--- src/rtl/cordic_pkg.sv ---
// Shared constants and fixed-point helpers for the pipelined CORDIC engine.
// Angles are held at 32 fractional bits and rounded to the datapath precision at elaboration.
package cordic_pkg;

    localparam logic MODE_ROTATE = 1'b0;
    localparam logic MODE_VECTOR = 1'b1;

    localparam longint PI_Q32      = 64'sd13493037705;
    localparam longint PI_HALF_Q32 = PI_Q32 >>> 1;
    localparam longint KINV_Q30    = 64'sd652032874;

    localparam int unsigned ATAN_ENTRIES = 24;

    // atan(2^-i) in radians, 32 fractional bits
    localparam longint ATAN_TABLE [ATAN_ENTRIES] = '{
        64'sd3373259426, 64'sd1991351318, 64'sd1052175346, 64'sd534100635,
        64'sd268086748,  64'sd134174063,  64'sd67103403,   64'sd33553749,
        64'sd16777131,   64'sd8388597,    64'sd4194303,    64'sd2097152,
        64'sd1048576,    64'sd524288,     64'sd262144,     64'sd131072,
        64'sd65536,      64'sd32768,      64'sd16384,      64'sd8192,
        64'sd4096,       64'sd2048,       64'sd1024,       64'sd512
    };

    // Arithmetic right shift with round-half-up.
    function automatic longint round_shr(input longint v, input int unsigned sh);
        longint bias;
        bias = (sh == 0) ? 64'sd0 : (64'sd1 <<< (sh - 1));
        return (v + bias) >>> sh;
    endfunction

    // Clamp to the two's complement range of a w-bit signed value.
    function automatic longint saturate(input longint v, input int unsigned w);
        longint hi;
        longint lo;
        hi = (64'sd1 <<< (w - 1)) - 64'sd1;
        lo = -(64'sd1 <<< (w - 1));
        if (v > hi) begin
            return hi;
        end
        if (v < lo) begin
            return lo;
        end
        return v;
    endfunction

endpackage

--- src/rtl/cordic_iter_stage.sv ---
// One registered CORDIC micro-rotation by atan(2^-SHIFT); loads only when en_i is high.
module cordic_iter_stage
    import cordic_pkg::*;
#(
    parameter int unsigned                  WIDTH_INT = 20,
    parameter int unsigned                  SHIFT     = 0,
    parameter logic signed [WIDTH_INT-1:0]  ATAN      = '0
) (
    input  logic                        clock,
    input  logic                        reset,
    input  logic                        en_i,
    input  logic                        valid_i,
    input  logic                        mode_i,
    input  logic signed [WIDTH_INT-1:0] x_i,
    input  logic signed [WIDTH_INT-1:0] y_i,
    input  logic signed [WIDTH_INT-1:0] z_i,
    output logic                        valid_o,
    output logic                        mode_o,
    output logic signed [WIDTH_INT-1:0] x_o,
    output logic signed [WIDTH_INT-1:0] y_o,
    output logic signed [WIDTH_INT-1:0] z_o
);

    logic                        valid_d, valid_q;
    logic                        mode_d, mode_q;
    logic signed [WIDTH_INT-1:0] x_d, x_q;
    logic signed [WIDTH_INT-1:0] y_d, y_q;
    logic signed [WIDTH_INT-1:0] z_d, z_q;
    logic signed [WIDTH_INT-1:0] x_sh, y_sh;
    logic                        dir_pos;

    always_comb begin
        valid_d = valid_i;
        mode_d  = mode_i;
        x_sh    = x_i >>> SHIFT;
        y_sh    = y_i >>> SHIFT;
        // ROTATE drives z to zero, VECTOR drives y to zero
        dir_pos = (mode_i == MODE_ROTATE) ? ~z_i[WIDTH_INT-1] : y_i[WIDTH_INT-1];
        if (dir_pos) begin
            x_d = x_i - y_sh;
            y_d = y_i + x_sh;
            z_d = z_i - ATAN;
        end else begin
            x_d = x_i + y_sh;
            y_d = y_i - x_sh;
            z_d = z_i + ATAN;
        end
    end

    always_ff @(posedge clock or negedge reset) begin
        if (!reset) begin
            valid_q <= 1'b0;
            mode_q  <= 1'b0;
            x_q     <= '0;
            y_q     <= '0;
            z_q     <= '0;
        end else if (en_i) begin
            valid_q <= valid_d;
            mode_q  <= mode_d;
            x_q     <= x_d;
            y_q     <= y_d;
            z_q     <= z_d;
        end
    end

    assign valid_o = valid_q;
    assign mode_o  = mode_q;
    assign x_o     = x_q;
    assign y_o     = y_q;
    assign z_o     = z_q;

endmodule

--- src/rtl/cordic_pipe_hs.sv ---
// Pipelined CORDIC with per-sample ROTATE/VECTOR mode: quadrant fold, STAGES micro-rotations
// and a 1/K gain stage, all stalled together by a single advance enable from the output side.
module cordic_pipe_hs
    import cordic_pkg::*;
#(
    parameter int unsigned WIDTH  = 16,
    parameter int unsigned FRAC   = 8,
    parameter int unsigned STAGES = 12,
    parameter int unsigned GUARD  = 2
) (
    input  logic                    clock,
    input  logic                    reset,
    input  logic                    in_valid,
    output logic                    in_ready,
    input  logic                    in_mode,
    input  logic signed [WIDTH-1:0] in_x,
    input  logic signed [WIDTH-1:0] in_y,
    input  logic signed [WIDTH-1:0] in_z,
    output logic                    out_valid,
    input  logic                    out_ready,
    output logic                    out_mode,
    output logic signed [WIDTH-1:0] out_x,
    output logic signed [WIDTH-1:0] out_y,
    output logic signed [WIDTH-1:0] out_z
);

    localparam int unsigned W_INT = WIDTH + 2 * GUARD;
    localparam int unsigned FB    = FRAC + GUARD;
    localparam int unsigned KW    = FB + 2;
    localparam int unsigned PW    = W_INT + KW;

    localparam logic signed [W_INT-1:0] PI_HALF_I = W_INT'(round_shr(PI_HALF_Q32, 32 - FB));
    localparam logic signed [KW-1:0]    KINV_I    = KW'(round_shr(KINV_Q30, 30 - FB));

    logic adv;

    logic                    out_valid_d, out_valid_q;
    logic                    out_mode_d, out_mode_q;
    logic signed [WIDTH-1:0] out_x_d, out_x_q;
    logic signed [WIDTH-1:0] out_y_d, out_y_q;
    logic signed [WIDTH-1:0] out_z_d, out_z_q;

    // A stalled output freezes every stage, so nothing inside can overrun it.
    assign adv      = ~out_valid_q | out_ready;
    assign in_ready = adv;

    // ---------------------------------------------------------------- fold stage
    logic signed [W_INT-1:0] x_in, y_in, z_in;
    logic                    f_valid_d, f_valid_q;
    logic                    f_mode_d, f_mode_q;
    logic signed [W_INT-1:0] f_x_d, f_x_q;
    logic signed [W_INT-1:0] f_y_d, f_y_q;
    logic signed [W_INT-1:0] f_z_d, f_z_q;

    always_comb begin
        x_in      = W_INT'(in_x) <<< GUARD;
        y_in      = W_INT'(in_y) <<< GUARD;
        z_in      = W_INT'(in_z) <<< GUARD;
        f_valid_d = in_valid;
        f_mode_d  = in_mode;
        f_x_d     = x_in;
        f_y_d     = y_in;
        f_z_d     = z_in;
        if (in_mode == MODE_ROTATE) begin
            if (z_in > PI_HALF_I) begin
                f_x_d = -y_in;
                f_y_d = x_in;
                f_z_d = z_in - PI_HALF_I;
            end else if (z_in < -PI_HALF_I) begin
                f_x_d = y_in;
                f_y_d = -x_in;
                f_z_d = z_in + PI_HALF_I;
            end
        end else begin
            f_z_d = '0;
            // Left half-plane is rotated into the right one; the angle used is pre-loaded in z.
            if (x_in[W_INT-1]) begin
                if (!y_in[W_INT-1]) begin
                    f_x_d = y_in;
                    f_y_d = -x_in;
                    f_z_d = PI_HALF_I;
                end else begin
                    f_x_d = -y_in;
                    f_y_d = x_in;
                    f_z_d = -PI_HALF_I;
                end
            end
        end
    end

    always_ff @(posedge clock or negedge reset) begin
        if (!reset) begin
            f_valid_q <= 1'b0;
            f_mode_q  <= 1'b0;
            f_x_q     <= '0;
            f_y_q     <= '0;
            f_z_q     <= '0;
        end else if (adv) begin
            f_valid_q <= f_valid_d;
            f_mode_q  <= f_mode_d;
            f_x_q     <= f_x_d;
            f_y_q     <= f_y_d;
            f_z_q     <= f_z_d;
        end
    end

    // ---------------------------------------------------------------- micro-rotations
    logic                    s_valid [STAGES+1];
    logic                    s_mode  [STAGES+1];
    logic signed [W_INT-1:0] s_x     [STAGES+1];
    logic signed [W_INT-1:0] s_y     [STAGES+1];
    logic signed [W_INT-1:0] s_z     [STAGES+1];

    assign s_valid[0] = f_valid_q;
    assign s_mode[0]  = f_mode_q;
    assign s_x[0]     = f_x_q;
    assign s_y[0]     = f_y_q;
    assign s_z[0]     = f_z_q;

    for (genvar i = 0; i < STAGES; i++) begin : g_iter
        localparam logic signed [W_INT-1:0] ATAN_I = W_INT'(round_shr(ATAN_TABLE[i], 32 - FB));

        cordic_iter_stage #(
            .WIDTH_INT (W_INT),
            .SHIFT     (i),
            .ATAN      (ATAN_I)
        ) u_stage (
            .clock   (clock),
            .reset   (reset),
            .en_i    (adv),
            .valid_i (s_valid[i]),
            .mode_i  (s_mode[i]),
            .x_i     (s_x[i]),
            .y_i     (s_y[i]),
            .z_i     (s_z[i]),
            .valid_o (s_valid[i+1]),
            .mode_o  (s_mode[i+1]),
            .x_o     (s_x[i+1]),
            .y_o     (s_y[i+1]),
            .z_o     (s_z[i+1])
        );
    end

    // ---------------------------------------------------------------- gain stage
    logic signed [PW-1:0] prod_x, prod_y;

    always_comb begin
        prod_x      = PW'(s_x[STAGES]) * PW'(KINV_I);
        prod_y      = PW'(s_y[STAGES]) * PW'(KINV_I);
        out_valid_d = s_valid[STAGES];
        out_mode_d  = s_mode[STAGES];
        // Product carries 2*FB fractional bits; keep FRAC.
        out_x_d     = WIDTH'(saturate(round_shr(longint'(prod_x), FB + GUARD), WIDTH));
        out_y_d     = WIDTH'(saturate(round_shr(longint'(prod_y), FB + GUARD), WIDTH));
        out_z_d     = WIDTH'(saturate(round_shr(longint'(s_z[STAGES]), GUARD), WIDTH));
    end

    always_ff @(posedge clock or negedge reset) begin
        if (!reset) begin
            out_valid_q <= 1'b0;
            out_mode_q  <= 1'b0;
            out_x_q     <= '0;
            out_y_q     <= '0;
            out_z_q     <= '0;
        end else if (adv) begin
            out_valid_q <= out_valid_d;
            out_mode_q  <= out_mode_d;
            out_x_q     <= out_x_d;
            out_y_q     <= out_y_d;
            out_z_q     <= out_z_d;
        end
    end

    assign out_valid = out_valid_q;
    assign out_mode  = out_mode_q;
    assign out_x     = out_x_q;
    assign out_y     = out_y_q;
    assign out_z     = out_z_q;

endmodule
--- config.mk ---
export PLATFORM = sky130hd
export DESIGN_NAME = cordic_pipe_hs
export DESIGN_NICKNAME = d
export VERILOG_FILES = /design/src/rtl/cordic_pkg.sv /design/src/rtl/cordic_iter_stage.sv /design/src/rtl/cordic_pipe_hs.sv
export SDC_FILE = /design/constraint.sdc
export NUM_CORES = 2
export LEC_CHECK = 0
export CORE_AREA = 2 2 398 361
export DETAILED_ROUTE_END_ITERATION = 12
export DIE_AREA = 0 0 400 363
export GPL_TIMING_DRIVEN = 0
export PLACE_DENSITY = 0.71
export SYNTH_ARGS = -nofsm -noshare
export SYNTH_HDL_FRONTEND = slang
export SYNTH_SLANG_ARGS = --single-unit
--- constraint.sdc ---
create_clock -name clock -period 18.8 [get_ports clock]
set_input_delay 1.88 -clock clock [delete_from_list [all_inputs] [get_ports clock]]
set_output_delay 1.88 -clock clock [all_outputs]
set_load 0.005 [all_outputs]
# Word level (Yosys, flattened, before mapping)
# Cells that the tools add are included.
dict set report totals {
  reg_bits 856
  inputBits 53
  out_inout_bits 51
}
dict set report classes {
  n_addsub 78
  muxes 84
  n_lt_le_gt_ge 8
  multipliers 2
  bitwise_logic 14
}
# op count
set ops {}
lappend ops {{$mux 20} 51}
lappend ops {{$mux 16} 9}
lappend ops {{$add 31x13->32 const B} 2}
lappend ops {{$mul 20x10->30 const B} 2}
lappend ops {{$mux 15} 3}
lappend ops {{$add 20x10->20} 2}
lappend ops {{$add 20x11->20} 2}
lappend ops {{$add 20x12->20} 2}
lappend ops {{$add 20x13->20} 2}
lappend ops {{$add 20x14->20} 2}
lappend ops {{$add 20x15->20} 2}
lappend ops {{$add 20x16->20} 2}
lappend ops {{$add 20x17->20} 2}
lappend ops {{$add 20x18->20} 2}
lappend ops {{$add 20x19->20} 2}
lappend ops {{$add 20x2->20 const B} 2}
lappend ops {{$add 20x8->20 const B} 2}
lappend ops {{$add 20x9->20} 2}
lappend ops {{$gt 20x16->1 const B} 2}
lappend ops {{$lt 20x16->1 const B} 2}
lappend ops {{$neg 18->20} 2}
lappend ops {{$sub 20x10->20} 2}
lappend ops {{$sub 20x11->20} 2}
lappend ops {{$sub 20x12->20} 2}
lappend ops {{other kinds (38)} 81}

# Longest topological paths before layout
dict set report depth {
  ltp_word 7
  mapped_depth 25
}

# Modules after synthesis
# A second synthesis with hierarchy kept.
dict set report unflattened {
  cells_unflattened 9761
  area_unflattened_um2 85162.9
}
# module instances seq_area_each_um2 area_per_inst_um2 cells_each
set by_module_without_submodules {}
lappend by_module_without_submodules {cordic_pipe_hs 1 2627.5 16129.2 1944}
lappend by_module_without_submodules {{cordic_iter_stage (g_iter[0].u_stage)} 1 1526.5 6233.5 781}
lappend by_module_without_submodules {{cordic_iter_stage (g_iter[3].u_stage)} 1 1551.5 5889.4 669}
lappend by_module_without_submodules {{cordic_iter_stage (g_iter[1].u_stage)} 1 1551.5 5884.4 661}
lappend by_module_without_submodules {{cordic_iter_stage (g_iter[2].u_stage)} 1 1551.5 5883.1 670}
lappend by_module_without_submodules {{cordic_iter_stage (g_iter[7].u_stage)} 1 1551.5 5804.3 668}
lappend by_module_without_submodules {{cordic_iter_stage (g_iter[4].u_stage)} 1 1551.5 5725.5 631}
lappend by_module_without_submodules {{cordic_iter_stage (g_iter[9].u_stage)} 1 1551.5 5721.7 657}
lappend by_module_without_submodules {{cordic_iter_stage (g_iter[10].u_stage)} 1 1551.5 5700.5 630}
lappend by_module_without_submodules {{cordic_iter_stage (g_iter[5].u_stage)} 1 1551.5 5679.2 634}
lappend by_module_without_submodules {{cordic_iter_stage (g_iter[6].u_stage)} 1 1551.5 5559.1 611}
lappend by_module_without_submodules {{cordic_iter_stage (g_iter[11].u_stage)} 1 1551.5 5505.3 614}
lappend by_module_without_submodules {{cordic_iter_stage (g_iter[8].u_stage)} 1 1551.5 5447.7 591}

# Least setup slack after synthesis
# Ideal clock, no wire load.
dict set report synth_timing {
  kind {register -> register}
  startpoint {reg g_iter[11].u_stage.y_q[13]}
  endpoint {reg out_y_q[10] (netlist: out_y[10])}
  n_path_buf 3
  arrival_time_ps 6199
  setup_time_ps 123
  period_less_slack_ps 6322
  path_slack_ps 12478
  path_stages_with_launch 24
  path_cell_list {dfrtp_1 ha_1 inv_1 fa_1 inv_1 fa_1 fa_1 inv_1 fa_1 inv_1 ha_1 clkbuf_1 and4_1 buf_2 a211o_1 or3_4 a2111oi_4 nand4_2 a2111o_1 a21boi_1 o41ai_2 nand2_2 buf_6 o221a_1}
}
dict set report synth_between {
  elab_chain_cells 7
  word_cells_on_any_way 11
  classes_between {add/sub (1); mul (1); order compare (2); mux (7)}
}
# element line
set synth_lines {}
lappend synth_lines {{start, declared} cordic_iter_stage.sv:27} ;# logic signed [WIDTH_INT-1:0] y_d, y_q;
lappend synth_lines {{start signal, assigned} cordic_iter_stage.sv:61} ;# y_q <= y_d;
lappend synth_lines {{$mul 20x10->30 (*)} cordic_pipe_hs.sv:149} ;# prod_y = PW'(s_y[STAGES]) * PW'(KINV_I);
lappend synth_lines {{$add 31x13->32 (*)} cordic_pkg.sv:28} ;# return (v + bias) >>> sh;
lappend synth_lines {{$gt 20x16->1 / $lt 20x16->1 (equally long branches)} {cordic_pkg.sv:37, cordic_pkg.sv:40}}
lappend synth_lines {{$mux 15 / $mux 1 (equally long branches)} {cordic_pkg.sv:37, cordic_pkg.sv:40}}
lappend synth_lines {{$mux 16 / $mux 1 (equally long branches)} cordic_pkg.sv:40} ;# if (v < lo) begin
lappend synth_lines {{$mux 16} cordic_pkg.sv:43} ;# return v;
lappend synth_lines {{$mux 16 (*)} cordic_pkg.sv:40}
lappend synth_lines {{end signal, assigned} cordic_pipe_hs.sv:169} ;# out_y_q <= out_y_d;
lappend synth_lines {{end, declared} cordic_pipe_hs.sv:40} ;# logic signed [WIDTH-1:0] out_y_d, out_y_q;
# Mark *: on every way between the ends. The rest lies on a longest branch, timed or not. The select of a mux whose other input is x is not followed.
# A chain may end at the register's enable or synchronous reset.

# Final worst setup path
dict set report layout_timing {
  startpoint {in out_ready}
  endpoint {out in_ready}
}
dict set report layout_between {
  elab_chain_cells 1
}
# element line
set layout_lines {}
lappend layout_lines {{start, declared} cordic_pipe_hs.sv:20} ;# input logic out_ready,
lappend layout_lines {{$or 1x1->1} cordic_pipe_hs.sv:44} ;# assign adv = ~out_valid_q | out_ready;
lappend layout_lines {{end, declared} cordic_pipe_hs.sv:14} ;# output logic in_ready,
# Every way passes these cells.

==> flow_summary.ini <==
[outcome]
status = finished, violations left
violations = max-capacitance violations, max-slew violations

[setup_path]
cp_slowest_cell = clkdlybuf4s50_1
reg2reg_to = out_x[12]
start_kind = input pin
worstPathRequired_ps = 16920
r2r_cells = 23
r2r_start = g_iter[11].u_stage.x_o[4]
crit_fanout = 10
reg2reg_setup_slack_ps = 11600
crit_chain = clkdlybuf4s50_1 > nor2b_1 > clkbuf_1 > inv_1 > clkbuf_1 > clkbuf_1 > clkbuf_1 > clkdlybuf4s50_1
critPathMaxStageDelay_ps = 730
path_delay_family = buffers and inverters
crit_arrival_ps = 6140
worstSetupPathType = in -> out
critPathCaptureType = primary output
critPathBufInv = 7
crit_top_cell = clkbuf_1

[synth]
synth_area_leaders = dfrtp_1, ha_1, xnor2_1
synth_mux_area_frac = 0.00684
synth_xor_area_frac = 0.102
avgSynthCellArea_um2 = 8.26
synth-seq-area-share = 0.272
synth_area_leader_cell = dfrtp_1
yosysTopAreaCellShare = 0.272
synth_fp_nets = 10400
ys_async_sr_fraction = 1.00
synth-compound-area-share = 0.215
synth-edff-count = 0
synth_seq_cells = 838
synth_simple_gate_area_share = 0.171
ys_types = 96
yosys_warnings = 0
synth_top_family_by_area = compound AO/OA/AOI/OAI gates
synthCells = 9350
synth-adder-area-share = 0.184
synth_area_mm2 = 0.0772
synth_top_flop_cell = dfrtp_1

[sta]
finalCritPeriodShare = 0.426
worst_pin_slew_ps = 1500
layout_min_cycle_time_ps = 8020
finalHoldViolCount = 0
max_clock_freq_ghz = 0.125
max-slew-margin-rel = -0.00102
finalMaxSlewViolations = 10
tns_ps = 0
rsz0062_at_grt = false
finalSetupViolCount = 0
skew_ps = 42.3

[clock_network]
clkLatencyLatePin_ps = 730
clk_path_buf_depth = 3
cts_tree = done
cts_setup_buffers = 0
path_clk_slew_ps = 60
clkSinkCount = 838
h-tree-depth = 3
cts_resized = 0
cts_hold_buf = 0
cts_buffers = 96
cts-root-buf = clkbuf_16

[route]
routed-via-count = 70800
ant_nets = 0
vias_per_cell = 6.16
dr.pass1.iters = 6
drt-initial-drc-count = 6619
finalWirelength_um = 242000
drc = 0
wl_per_cell_um = 21.1

[grt]
grt.overflow.total = 0
antenna_found_initial = 9
grt_pass1_wl_um = 379000
grt_max_degree = 121
grt_pass1_vias = 67500
track_usage = 0.330

[cells_and_area]
layout.nets = 10600
syn_to_final_growth_pct = 8.76
drive_gt1_frac = 0.0320
final_common_cell = nor2_1
fillCellCount = 12800
mostFrequentLayoutCells = nor2_1, a21oi_1, nand2_1

[floorplanning]
rows = 131
fp.dieW_um = 400
initial_core_util = 0.548
core_mm2 = 0.141
io_pins = 104
die_height_um = 363
die_area_mm2 = 0.145

[place]
numPortBuffers = 88
post-dp-hpwl_um = 187000
gp_congestion = 0.955

[worst_hold_path]
worstHoldEndpoint = g_iter[11].u_stage.valid_o
hold_depth = 2
min_from = g_iter[11].u_stage.valid_o
hp-class = reg -> reg

[flow_run]
cap_violations = 1
-- worst max path at each step --
stage	start	end	depth (start not counted)
after CTS	out_ready	in_ready	8
after global routing	out_ready	in_ready	8
after detailed placement	out_ready	in_ready	8
final	out_ready	in_ready	8
after global placement	reset	g_iter[3].u_stage.x_o[3]	1
after floorplan	g_iter[11].u_stage.y_o[13]	out_y[10]	23
-- metrics by stage --
stage	area [um^2]	std cells	setup WS, ps	utilization	hold slack [ps]
after floorplan	77200	9350	12480	-	430
after global placement	80400	11300	-21720	0.571	447
after detailed placement	80700	11300	10970	0.572	452
after CTS	84000	11500	10930	0.596	466
after global routing	84000	11500	10740	0.596	489
final	84000	11500	10780	0.596	467
-- state kept, by name (all words and copies together) (netlist names) --
name                    flops
f_mode_q                    1
f_valid_q                   1
f_x_q                      18
f_y_q                      18
f_z_q                      17
g_iter.u_stage.mode_o      12
g_iter.u_stage.valid_o     12
g_iter.u_stage.x_o        235
g_iter.u_stage.y_o        237
g_iter.u_stage.z_o        237
out_mode                    1
out_valid                   1
out_x                      16
out_y                      16
out_z                      16
-- tightest hold or removal path: cells and delay by family (launching register included) --
family	cells	cell delay, ps
flops	1	340
simple gates	2	100
-- cells in the mapped netlist (all sizes together), types with 84 or more instances --
cell type / instances
nor2: 979
a21oi: 916
nand2: 911
ha: 845
dfrtp: 838
inv: 665
xnor2: 560
o21ai: 481
xor2: 341
clkbuf: 295
nor3: 276
nand3: 209
fa: 181
a21o: 155
o21bai: 138
o31ai: 109
or3: 108
a211oi: 103
o211ai: 102
o21a: 85
a31oi: 84
-- routing by layer --
metal	wire, um	track usage
met3	18300	0.0516
met1	108000	0.467
met4	8640	0.105
met2	107000	0.517
met5	41	0
-- layout make-up --
class	count	area, um^2	share of cell area
antenna	3	7.51	0.0000894
buffer	337	1320	0.0157
clock buffer	136	2850	0.0339
clock inverter	40	467	0.00556
inverter	666	2500	0.0298
multi-input combinational	7509	52500	0.625
sequential	838	21000	0.250
tap	1862	2330	0.0277
timing repair buffer	96	1100	0.0131
-- cells by family (layout without fill, tap and decap cells) --
logic type / count (synthesis) / after routing
compound gates: 2599 / 2599
mux: 51 / 51
flops: 838 / 838
simple gates: 2932 / 2932
other cells: 0 / 3
fa+ha+maj: 1026 / 1026
buf+inv: 1003 / 1275
xor+xnor: 901 / 901
Power is left out: the tool's default activity adds up to more than one toggle a clock period on the data nets, which glitch-free logic cannot reach.
